## src/rtl/count_scheduler_pkg.sv

```systemverilog
// Shared types for count_scheduler: FSM state encoding and the round-robin pointer increment.
package count_scheduler_pkg;

   localparam int unsigned StateW = 2;

   localparam logic [StateW-1:0] EncIdle = 2'd0;
   localparam logic [StateW-1:0] EncRun  = 2'd1;
   localparam logic [StateW-1:0] EncDone = 2'd2;

   typedef enum logic [StateW-1:0] {
      StIdle = EncIdle,
      StRun  = EncRun,
      StDone = EncDone
   } state_e;

   function automatic int unsigned ptr_inc(input int unsigned ptr, input int unsigned n);
      return (ptr + 1 >= n) ? 0 : ptr + 1;
   endfunction

endpackage

```

## src/rtl/count_scheduler_rr_pick.sv

```systemverilog
// Combinational round-robin picker: first set request at or after ptr_i, modulo N_REQ.
module rr_pick #(
   parameter int unsigned N_REQ = 4,
   parameter int unsigned IdxW  = (N_REQ > 1) ? $clog2(N_REQ) : 1
) (
   input  logic [N_REQ-1:0] req_i,
   input  logic [IdxW-1:0]  ptr_i,
   output logic [N_REQ-1:0] onehot_o,
   output logic [IdxW-1:0]  idx_o,
   output logic             valid_o
);

   always_comb begin
      int unsigned c;
      c        = 0;
      onehot_o = '0;
      idx_o    = '0;
      valid_o  = 1'b0;
      for (int unsigned k = 0; k < N_REQ; k++) begin
         c = (32'(ptr_i) + k) % N_REQ;
         if (!valid_o && req_i[IdxW'(c)]) begin
            valid_o              = 1'b1;
            idx_o                = IdxW'(c);
            onehot_o[IdxW'(c)]   = 1'b1;
         end
      end
   end

endmodule

```

## src/rtl/count_scheduler.sv

```systemverilog
// Round-robin owner of one shared up-counter; runs 0..len for the granted requester.
// Optional build macro COUNT_SCHEDULER_ABORT_EN lets the owner abandon a run by dropping req.
module count_scheduler
   import count_scheduler_pkg::*;
#(
   parameter int unsigned WIDTH = 4,
   parameter int unsigned N_REQ = 4
) (
   input  logic                   clk,
   input  logic                   reset,
   input  logic [N_REQ-1:0]       req,
   input  logic [N_REQ*WIDTH-1:0] len,
   output logic [N_REQ-1:0]       grant,
   output logic                   busy,
   output logic [WIDTH-1:0]       count,
   output logic [N_REQ-1:0]       done
);

   localparam int unsigned IdxW = (N_REQ > 1) ? $clog2(N_REQ) : 1;

   state_e           state_q, state_d;
   logic [N_REQ-1:0] grant_q, grant_d;
   logic [N_REQ-1:0] done_q, done_d;
   logic             busy_q, busy_d;
   logic [WIDTH-1:0] count_q, count_d;
   logic [WIDTH-1:0] len_q, len_d;
   logic [IdxW-1:0]  ptr_q, ptr_d;
   logic [IdxW-1:0]  owner_q, owner_d;

   logic [N_REQ-1:0] pick_onehot;
   logic [IdxW-1:0]  pick_idx;
   logic             pick_valid;
   logic [WIDTH-1:0] len_arr [N_REQ];
   logic [IdxW-1:0]  ptr_next;
   logic             run_kept;

   for (genvar g = 0; g < N_REQ; g++) begin : g_len
      assign len_arr[g] = len[g*WIDTH +: WIDTH];
   end

   rr_pick #(
      .N_REQ (N_REQ),
      .IdxW  (IdxW)
   ) u_pick (
      .req_i    (req),
      .ptr_i    (ptr_q),
      .onehot_o (pick_onehot),
      .idx_o    (pick_idx),
      .valid_o  (pick_valid)
   );

   assign ptr_next = IdxW'(ptr_inc(32'(owner_q), N_REQ));

`ifdef COUNT_SCHEDULER_ABORT_EN
   assign run_kept = req[owner_q];
`else
   assign run_kept = 1'b1;
`endif

   always_comb begin
      state_d = state_q;
      grant_d = grant_q;
      done_d  = '0;
      busy_d  = busy_q;
      count_d = count_q;
      len_d   = len_q;
      ptr_d   = ptr_q;
      owner_d = owner_q;
      unique case (state_q)
         StIdle: begin
            grant_d = '0;
            busy_d  = 1'b0;
            count_d = '0;
            if (pick_valid) begin
               state_d = StRun;
               grant_d = pick_onehot;
               busy_d  = 1'b1;
               len_d   = len_arr[pick_idx];
               owner_d = pick_idx;
            end
         end
         StRun: begin
            if (!run_kept) begin
               // Abandoned run: release without a done pulse, still rotate past the owner.
               state_d = StIdle;
               grant_d = '0;
               busy_d  = 1'b0;
               count_d = '0;
               ptr_d   = ptr_next;
            end else if (count_q == len_q) begin
               state_d = StDone;
               done_d  = grant_q;
               grant_d = '0;
               busy_d  = 1'b0;
               count_d = '0;
               ptr_d   = ptr_next;
            end else begin
               count_d = count_q + WIDTH'(1);
            end
         end
         StDone: begin
            state_d = StIdle;
            grant_d = '0;
            busy_d  = 1'b0;
         end
         default: begin
            state_d = StIdle;
            grant_d = '0;
            busy_d  = 1'b0;
            count_d = '0;
         end
      endcase
   end

   always_ff @(posedge clk) begin
      if (reset) begin
         state_q <= StIdle;
         grant_q <= '0;
         done_q  <= '0;
         busy_q  <= 1'b0;
         count_q <= '0;
         len_q   <= '0;
         ptr_q   <= '0;
         owner_q <= '0;
      end else begin
         state_q <= state_d;
         grant_q <= grant_d;
         done_q  <= done_d;
         busy_q  <= busy_d;
         count_q <= count_d;
         len_q   <= len_d;
         ptr_q   <= ptr_d;
         owner_q <= owner_d;
      end
   end

   assign grant = grant_q;
   assign done  = done_q;
   assign busy  = busy_q;
   assign count = count_q;

endmodule

```

## config.mk

```make
export PLATFORM = sky130hd
export DESIGN_NAME = count_scheduler
export DESIGN_NICKNAME = d
export VERILOG_FILES = /design/src/rtl/count_scheduler_pkg.sv /design/src/rtl/count_scheduler_rr_pick.sv /design/src/rtl/count_scheduler.sv
export SDC_FILE = /design/constraint.sdc
export NUM_CORES = 1
export LEC_CHECK = 0
export BUFFER_PORTS_ARGS = -buffer_cell sky130_fd_sc_hd__buf_4
export CORE_ASPECT_RATIO = 0.7
export CORE_MARGIN = 10
export CORE_UTILIZATION = 36
export CTS_BUF_LIST = sky130_fd_sc_hd__clkbuf_4 sky130_fd_sc_hd__clkbuf_8
export DETAILED_ROUTE_END_ITERATION = 10
export HOLD_SLACK_MARGIN = 0.06
export PLACE_DENSITY = 0.65
export SKIP_CTS_REPAIR_TIMING = 1
export SKIP_LAST_GASP = 1
export SLEW_MARGIN = 20
export SYNTH_ARGS = -nofsm -noshare
export SYNTH_HDL_FRONTEND = slang
export SYNTH_HIERARCHICAL = 1
export SYNTH_SLANG_ARGS = --single-unit
export TNS_END_PERCENT = 50
```

## constraint.sdc

```tcl
create_clock -name clk -period 3.25 [get_ports clk]
set_input_delay 0.65 -clock clk [delete_from_list [all_inputs] [get_ports clk]]
set_output_delay 0.65 -clock clk [all_outputs]
set_load 0.01 [all_outputs]
```

Word-level counts from Yosys, hierarchy flattened
Index checks and enable logic that the tools add are counted.

storage, ports and cells
  logic and storage cells = 92
  bits of input ports = 22
  register bits = 23
  output and inout port bits = 13

operators by class
  bitwise gates (word level) = 6
  mux-type cells = 43
  $add $sub $neg = 5
  reductions and logical operators = 15
  magnitude comparators = 10
  equal/unequal tests = 5

operators with widths
  operator                                                                             count
  4-bit two-way mux                                                                    9
  4-bit case mux with 2 select lines                                                   2
  1-bit two-way mux                                                                    14
  2-bit two-way mux                                                                    7
  2-bit by 3-bit < comparator with 1-bit output, second input constant                 4
  4-bit bitwise OR                                                                     3
  1-bit binary-select mux with 2-bit select                                            4
  4-bit binary-select mux with 2-bit select                                            1
  1-bit demux with 2-bit select                                                        4
  2-bit by 1-bit greater-or-equal comparator with 1-bit output, second input constant  4
  1-bit logical AND                                                                    7
  3-bit greater-or-equal comparator, second input constant                             2
  2-bit AND reduction                                                                  3
  2-bit adder, second input constant                                                   2
  4-bit by 1-bit adder with 4-bit output, second input constant                        1
  4-bit equality test                                                                  1
  2-bit inequality test, second input constant                                         2
  2-bit case mux with 2 select lines                                                   1
  2-bit by 1-bit adder with 3-bit output, second input constant                        1
  1-bit logical NOT                                                                    3
  2-bit inverter with 3-bit output                                                     1
  3-bit OR reduction                                                                   1
  2-bit by 1-bit adder with 2-bit output, second input constant                        1
  2-bit by 1-bit equality test with 1-bit output, second input constant                1
  other kinds (4)                                                                      5

Logic depth before layout (Yosys ltp)
Gate-level depths: netlist (run 1).

  word-level depth = 16
  depth in mapped cells = 12
  depth with buffers taken out = 9

Modules after synthesis
Netlist (run 1), hierarchy kept.

modules (own cells, without submodules)
  module           area an instance (um^2)  cells an instance  seq. area each (um^2)  times used
  count_scheduler  982.2                    104                460.4                  1
  rr_pick          421.7                    45                 0.0                    1

Worst setup path before layout (run 1)
OpenSTA, ideal clock, no wires.

  path type = register -> register
  start point = reg ptr_q[0]
  end point = reg len_q[0]
  library setup time = 0.132 ns
  period minus slack after synthesis = 2.718 ns
  path slack = 0.532 ns
  stages on the path, launching flop included = 13
  arrival = 2.586 ns
  path through = dfxtp_1 -> buf_6 -> inv_1 -> ha_1 -> mux4_2 -> buf_6 -> and2b_2 -> o21ai_0 -> o31ai_1 -> clkbuf_2 -> mux4_2 -> nand2_1 -> a21oi_1

on the way
  word-level cells in the longest chain between the ends = 16
  elaborated cells between the ends (all ways) = 30
  classes of those cells = 3 x add/sub; 19 x mux; 1 x bitwise; 7 x reduce/logical

ends and longest elaborated chain
  what                                                                             RTL line                       text
  from (decl)                                                                      count_scheduler.sv:27          logic [IdxW-1:0] ptr_q, ptr_d;
  from (signal assigned)                                                           count_scheduler.sv:132         ptr_q <= ptr_d;
  branches (longest 11 deep; another with 2-bit by 1-bit adder with 2-bit output)  n/a
  2-bit two-way mux *                                                              count_scheduler_rr_pick.sv:21  if (!valid_o && req_i[IdxW'(c)]) begin
  net pick_idx[0]                                                                  count_scheduler.sv:31          logic [IdxW-1:0] pick_idx;
  2-bit inverter with 3-bit output (not written as such) *                         count_scheduler.sv:78          len_d = len_arr[pick_idx];
  4-bit binary-select mux with 2-bit select *                                      count_scheduler.sv:78
  4-bit two-way mux (not written as such) * (2 in a row)                           count_scheduler.sv:78
  to (signal assigned)                                                             count_scheduler.sv:131         len_q <= len_d;
  to (decl)                                                                        count_scheduler.sv:26          logic [WIDTH-1:0] len_q, len_d;

Mark *: on every way through the listed nets, which the timed path passes. The select of a mux whose other input is x is not followed.
A chain may end at the register's enable or synchronous reset.

Worst setup path in the final report (run 1)
  start point = reg ptr_q[1]
  end point = reg len_q[0]

The elaborated chain is that of the path after synthesis.

==> metrics, run 1 <==
TritonCTS clock tree=built; number of buffers inserted by port buffering=34; number of buffers inserted during clock tree synthesis=3; IR drop worst, VDD=roughly 0.39 mV; fin area=around 1800 um^2; fmax=around 0.35 GHz; Horiz. Die Dim=between 90 and 100 um; power density over the cells=~850 nW/um^2; Maximum Capacitance Violations=0; min Tclk post-route=2890 ps; via/cell ratio=around 5.3; sum of internal, switching and leakage power=1.50 mW; crit path capture type=flip-flop; Root Driver=sky130_fd_sc_hd__clkbuf_8; DRT Wirelength=about 3500 um; worst setup skew after layout=2.08 ps; overall die height=about 72 um; Rows=18; share of flip-flops with an asynchronous set or reset=0%; IO Pins=35; number of library cell types mapped by synthesis=36; Ys Warns=6; synthesis-to-finish area growth=25.0%; part of the Yosys area used for sequential elements=32.8%; Antenna Nets Post-Route=0; Clock Latency Late Sink=around 260 ps; via count of the first global-routing pass=about 1200; largest net degree at the start of global routing=20; beginning of the worst hold path=grant[3]; Post-Syn Area=around 1400 um^2; FF+latch count, synth=23; mean cell area of the mapped netlist=~9.4 um^2; number of max-slew violations in the final report=0; maximum fanout along the worst path=10; dpl cells=about 230; Worst Max-Slew Pin Slew=687 ps; crit path launch type=flip-flop; antenna violations before repair=0; Worst Path Required=3400 ps; data arrival time at the worst-slack endpoint=3040 ps; number of detailed-route iterations in the first pass=4; portion of synthesized cell area occupied by the leading cell type=between 30% and 40%; number of clock sinks=23; average wire per standard cell=between 10 and 15 um; area of the core=approximately 3600 um^2; number of cells produced by synthesis=around 150; main flop type after synthesis=sky130_fd_sc_hd__dfxtp_1; worst hold path class=flip-flop to flip-flop; diode count=0; final instance count without filler cells=233; leading area contributor after synthesis=sky130_fd_sc_hd__dfxtp_1; Area contributors post-synth=sky130_fd_sc_hd__dfxtp_1 33%, sky130_fd_sc_hd__mux4_2 9.6%, sky130_fd_sc_hd__ha_1 6.2%; tightest slew margin relative to the limit=a little over half; GRT overflow=0; total die area=6840 um^2; count of routing violations after the opening detailed-route iteration=60; Hold Fails Final Rpt=0; setup repair after global routing missed its margin=no; global-route wire length before repair=5980 um; Fin Setup TNS=0 ps; post-route DRC violation count=0; Crit. Startpoint=ptr_q[1]; Reg2Reg Launch Point=ptr_q[1]; Static Leak=about 0.69 nW; Final setup viols=0; clock transition at the register clock pins on the worst setup and hold paths after CTS=80 ps; EDFF count, synth=0; clk buf depth=2; start-to-end type of the worst setup path=flip-flop to flip-flop; Placed Area=1700 um^2; Total Nets Final=roughly 210; fraction of final layout cells sized beyond drive strength 1=29.0%; total global routing track utilization=10.6%; Filler Cells Inserted=around 370; post-route clock period utilization=88.9%; via count=about 1200; starting utilization of the core area=38.7%; outcome=finished clean; syn nets=178; H-tree levels=1; Detailed Place HPWL=approximately 2700 um; routability-driven placement congestion ratio=about 0.76; WHS=around 460 ps
## final timing paths
kind              end  slack (ps)  cells after the start
max          len_q[0]         360                      9
min           done[3]         460                      2
max reg2reg  len_q[0]         360                      9
min reg2reg   done[3]         460                      2
## critical path, stage by stage (launching register included)
cell                      delay, ps
sky130_fd_sc_hd__dfxtp_1        460
sky130_fd_sc_hd__inv_1          130
sky130_fd_sc_hd__ha_1           390
sky130_fd_sc_hd__mux4_2         460
sky130_fd_sc_hd__and2b_2        320
sky130_fd_sc_hd__o21ai_0        120
sky130_fd_sc_hd__o31ai_2        190
sky130_fd_sc_hd__mux4_2         580
sky130_fd_sc_hd__nand2_1         80
sky130_fd_sc_hd__a21oi_1         60
## cells in the final DEF, fill, tap and decap left out, types with 2 or more instances in the layout
master                     netlist  final
sky130_fd_sc_hd__nor3_1          2      2
sky130_fd_sc_hd__a22oi_1         8      8
sky130_fd_sc_hd__mux4_1          2      2
sky130_fd_sc_hd__xnor2_1         5      5
sky130_fd_sc_hd__nand3_1         4      4
sky130_fd_sc_hd__buf_4           2     39
sky130_fd_sc_hd__clkbuf_8        0      3
sky130_fd_sc_hd__o21ai_0         7      7
sky130_fd_sc_hd__a32o_1          6      6
sky130_fd_sc_hd__mux4_2          6      6
sky130_fd_sc_hd__nand2_1        20     20
sky130_fd_sc_hd__nand2b_1        3      3
sky130_fd_sc_hd__mux2i_1         3      3
sky130_fd_sc_hd__dfxtp_1        23     23
sky130_fd_sc_hd__inv_1           5      5
sky130_fd_sc_hd__ha_1            7      7
sky130_fd_sc_hd__a21oi_1        10     10
sky130_fd_sc_hd__nor2_1         12     12
sky130_fd_sc_hd__nor2b_1         3      3
## state kept, by name, indices dropped and copies added, names as in the netlist
register and flops:
done 4, len_q 4, count 4, ptr_q 2, state_q 2, owner_q 2
grant 4, busy 1
## cell families after synthesis
logic type	share of synthesized area [%]
multiplexers	16.3
adder cells (fa/ha/maj)	6.24
XOR/XNOR	3.12
buffers and inverters	5.52
AND/OR/NAND/NOR	18.6
flip-flops	32.8
AO/OA/AOI/OAI	17.4
## layout make-up
type                            instances  area (um^2)  share of cell area (%)
Multi-Input combinational cell        112          871                    49.6
Sequential cell                        23          460                    26.2
Timing Repair Buffer                   39          293                    16.7
Tap cell                               50         62.6                    3.57
Clock buffer                            4         48.8                    2.78
Inverter                                5         18.8                    1.07
## metal layers
metal / wire (um) / GRT usage [%] / share of wire, % / vias up
met5: 0 / 0 / 0 / -
met4: 9 / 1.32 / 0.26 / 0
met3: 327 / 5.45 / 9.5 / 2
met2: 1540 / 15.8 / 45 / 41
met1: 1580 / 13.6 / 46 / 564
li1: - / - / - / 623
## power by group
group,total [mW],switching (mW),internal [mW]
combinational,0.885,0.486,0.398
clock,0.179,0.0835,0.0956
sequential,0.433,0.0673,0.365
## cell usage after synthesis, drive strengths merged (5+ instances only)
cell	instances
o21ai	7
a32o	6
a22oi	8
a21oi	10
inv	5
xnor2	5
mux4	8
ha	7
nor2	12
nand2	20
dfxtp	23
buf	5
## metrics by stage
| step | setup WS, ps | util, % |
|---|---|---|
| after floorplan | 532 | - |
| after global placement | 163 | 46.9 |
| after detailed placement | 58.6 | 46.9 |
| after CTS | 92.6 | 48.2 |
| after global routing | 136 | 48.4 |
| final | 359 | 48.4 |
Note: power is estimated with default switching activity, not from simulation.
==> run 2, diff against run 1 <==
ABC_AREA = 1   (was default)
CELL_PAD_IN_SITES_DETAIL_PLACEMENT = 0   (was default)
CELL_PAD_IN_SITES_GLOBAL_PLACEMENT = 2   (was default)
CORE_UTILIZATION = 30   (was 36)
PLACE_DENSITY = 0.89   (was 0.65)
SLEW_MARGIN = 0   (was 20)
==> run 2 against run 1 <==
  * Total power rose by 15%
  * Worst hold slack improved by 1.1 ps
  * Critical endpoint is now len_q[1]
  * Highest routed layer unchanged
  * Critical path type unchanged
  * Count of clock-buffer cells in the layout fell by 1
  * Largest power group unchanged
  * Critical path depth rose by 4
  * Area after synthesis rose by 8.5%
  * Register-to-register slack improved by 140 ps
  * Sequential share of layout area fell by 2.1 points
  * Global-route usage fell by 0.45 points
==> metrics, run 2 <==
global-route wire length before repair=7070 um; clk buf depth=2; Hold Fails Final Rpt=0; worst slack at placement=about 530 ps; Placed Area=about 1900 um^2; post-route clock period utilization=a little over four fifths; Static Leak=between 0.8 and 0.9 nW; number of buffers inserted during clock tree synthesis=3; share of flip-flops with an asynchronous set or reset=0%; main flop type after synthesis=sky130_fd_sc_hd__dfxtp_1; part of the Yosys area used for sequential elements=between 30 and 40%; dpl cells=325; EDFF count, synth=0; number of clock sinks=23; via count=1509; starting utilization of the core area=approximately a third; clock transition at the register clock pins on the worst setup and hold paths after CTS=around 80 ps; maximum fanout along the worst path=13; total die area=8370 um^2; number of cells produced by synthesis=about 220; via count of the first global-routing pass=between 1000 and 1500; Area contributors post-synth=sky130_fd_sc_hd__dfxtp_1 30%, sky130_fd_sc_hd__nand2_1 9.6%, sky130_fd_sc_hd__a21oi_1 7.6%; Filler Cells Inserted=approximately 560; number of detailed-route iterations in the first pass=4; start-to-end type of the worst setup path=flip-flop to flip-flop; portion of synthesized cell area occupied by the leading cell type=a little over 30%; mean cell area of the mapped netlist=a little under 7 um^2; Post-Syn Area=roughly 1500 um^2; Root Driver=sky130_fd_sc_hd__clkbuf_8; Antenna Nets Post-Route=0; crit path launch type=flip-flop; syn nets=~250; Total Nets Final=290; count of routing violations after the opening detailed-route iteration=around 110; cell types with the highest counts after synthesis=39 x sky130_fd_sc_hd__nand2_1, 29 x sky130_fd_sc_hd__inv_1, 23 x sky130_fd_sc_hd__a21oi_1, 23 x sky130_fd_sc_hd__dfxtp_1, 23 x sky130_fd_sc_hd__nand3_1; fmax=around 0.36 GHz; area of the core=around 4800 um^2; final cell utilization of the core=roughly 40%; most common cell after layout, fill and taps aside=sky130_fd_sc_hd__nand2_1; setup repair after global routing missed its margin=no; final instance count without filler cells=~330; GRT overflow=0; post-route DRC violation count=0; H-tree levels=1; IR drop worst, VDD=~0.24 mV; min Tclk post-route=roughly 2800 ps; antenna violations before repair=0; Horiz. Die Dim=105 um; Worst Max-Slew Pin Slew=between 300 and 400 ps; Maximum Capacitance Violations=0; DRT Wirelength=about 4000 um; commonest cells after routing, fill and taps aside=39 x sky130_fd_sc_hd__nand2_1, 37 x sky130_fd_sc_hd__buf_4, 29 x sky130_fd_sc_hd__inv_1; worst setup skew after layout=1.78 ps; Final WS setup=between 400 and 500 ps; via/cell ratio=between 4 and 5; routability-driven placement congestion ratio=a little under 0.9; largest net degree at the start of global routing=16; TritonCTS clock tree=built; average wire per standard cell=around 12 um; leading area contributor after synthesis=sky130_fd_sc_hd__dfxtp_1; sum of internal, switching and leakage power=1.73 mW; IO Pins=35; outcome=finished clean; number of buffers inserted by port buffering=34; Fin Setup TNS=0 ps; data arrival time at the worst-slack endpoint=between 2000 and 3000 ps; most used standard cell by instance count after synthesis=sky130_fd_sc_hd__nand2_1; synthesis-to-finish area growth=25.3%; WHS=between 400 and 500 ps; fraction of final layout cells sized beyond drive strength 1=a little over a quarter; Ys Warns=6; total global routing track utilization=~10%; FF+latch count, synth=23; diode count=0; number of library cell types mapped by synthesis=23; Detailed Place HPWL=about 3200 um; power density over the cells=a little over 900 nW/um^2; crit path capture type=flip-flop; number of max-slew violations in the final report=0; worst hold path class=flip-flop to flip-flop; tightest slew margin relative to the limit=between 70% and 80%; Worst Path Required=about 3400 ps; Final setup viols=0; fin area=~1900 um^2; Rows=21; overall die height=around 80 um; Clock Latency Late Sink=between 200 and 300 ps
[run 2: cell types whose count changed after synthesis, moves of 6 or more]
cell	previous run	this run
sky130_fd_sc_hd__a21oi_1	10	23
sky130_fd_sc_hd__o21ai_0	7	13
sky130_fd_sc_hd__mux4_2	6	0
sky130_fd_sc_hd__inv_1	5	29
sky130_fd_sc_hd__nand4_1	1	7
sky130_fd_sc_hd__nand2_1	20	39
sky130_fd_sc_hd__a22oi_1	8	0
sky130_fd_sc_hd__nand2_2	0	9
sky130_fd_sc_hd__nand3_1	4	23
sky130_fd_sc_hd__a32o_1	6	0
[run 2: layout make-up]
type	count	area (um^2)	area share (%)
multi-input combinational	162	910	47.7
timing repair buffer	37	278	14.6
inverter	34	128	6.69
clock inverter	1	5.00	0.262
tap	69	86.3	4.52
clock buffer	3	41.3	2.16
sequential	23	460	24.1
[run 2: power breakdown]
part	internal [mW]	total [mW]	switching [mW]
combinational	0.388	1.12	0.727
sequential	0.364	0.432	0.0672
clock	0.0857	0.180	0.0942
[run 2: per-layer routing]
metal  GRT usage, %  routed length, um  share of wire (%)
met5              0                  0                  0
met4           2.87                 55                1.4
met3           4.52                496                 12
met2           12.7               1480                 37
met1           14.6               2010                 50
[run 2: kinds of logic after synthesis]
kind of cell / Yosys count / synth area share (%)
adder cells (fa/ha/maj): 7 / 5.75
AO/OA/AOI/OAI: 46 / 16.1
AND/OR/NAND/NOR: 107 / 36.7
flip-flops: 23 / 30.2
XOR/XNOR: 2 / 1.15
buffers and inverters: 38 / 10.0
[run 2: final timing paths]
| path | from | end | slack [ps] | cells after the start |
|---|---|---|---|---|
| max | ptr_q[0] | len_q[1] | 500 | 13 |
| min | grant[0] | done[0] | 460 | 2 |
| max reg2reg | ptr_q[0] | len_q[1] | 500 | 13 |
| min reg2reg | grant[0] | done[0] | 460 | 2 |
[run 2: critical path, stage by stage (launching register included)]
cell and delay [ps]:
sky130_fd_sc_hd__dfxtp_1 530, sky130_fd_sc_hd__inv_2 180, sky130_fd_sc_hd__ha_1 390, sky130_fd_sc_hd__inv_1 100
sky130_fd_sc_hd__nand2_1 90, sky130_fd_sc_hd__nand2_2 60, sky130_fd_sc_hd__nor2_4 230, sky130_fd_sc_hd__nand4_1 140
sky130_fd_sc_hd__nand3_1 260, sky130_fd_sc_hd__inv_1 210, sky130_fd_sc_hd__o21ai_0 180, sky130_fd_sc_hd__o22ai_1 80
sky130_fd_sc_hd__o21ai_0 140, sky130_fd_sc_hd__inv_1 60
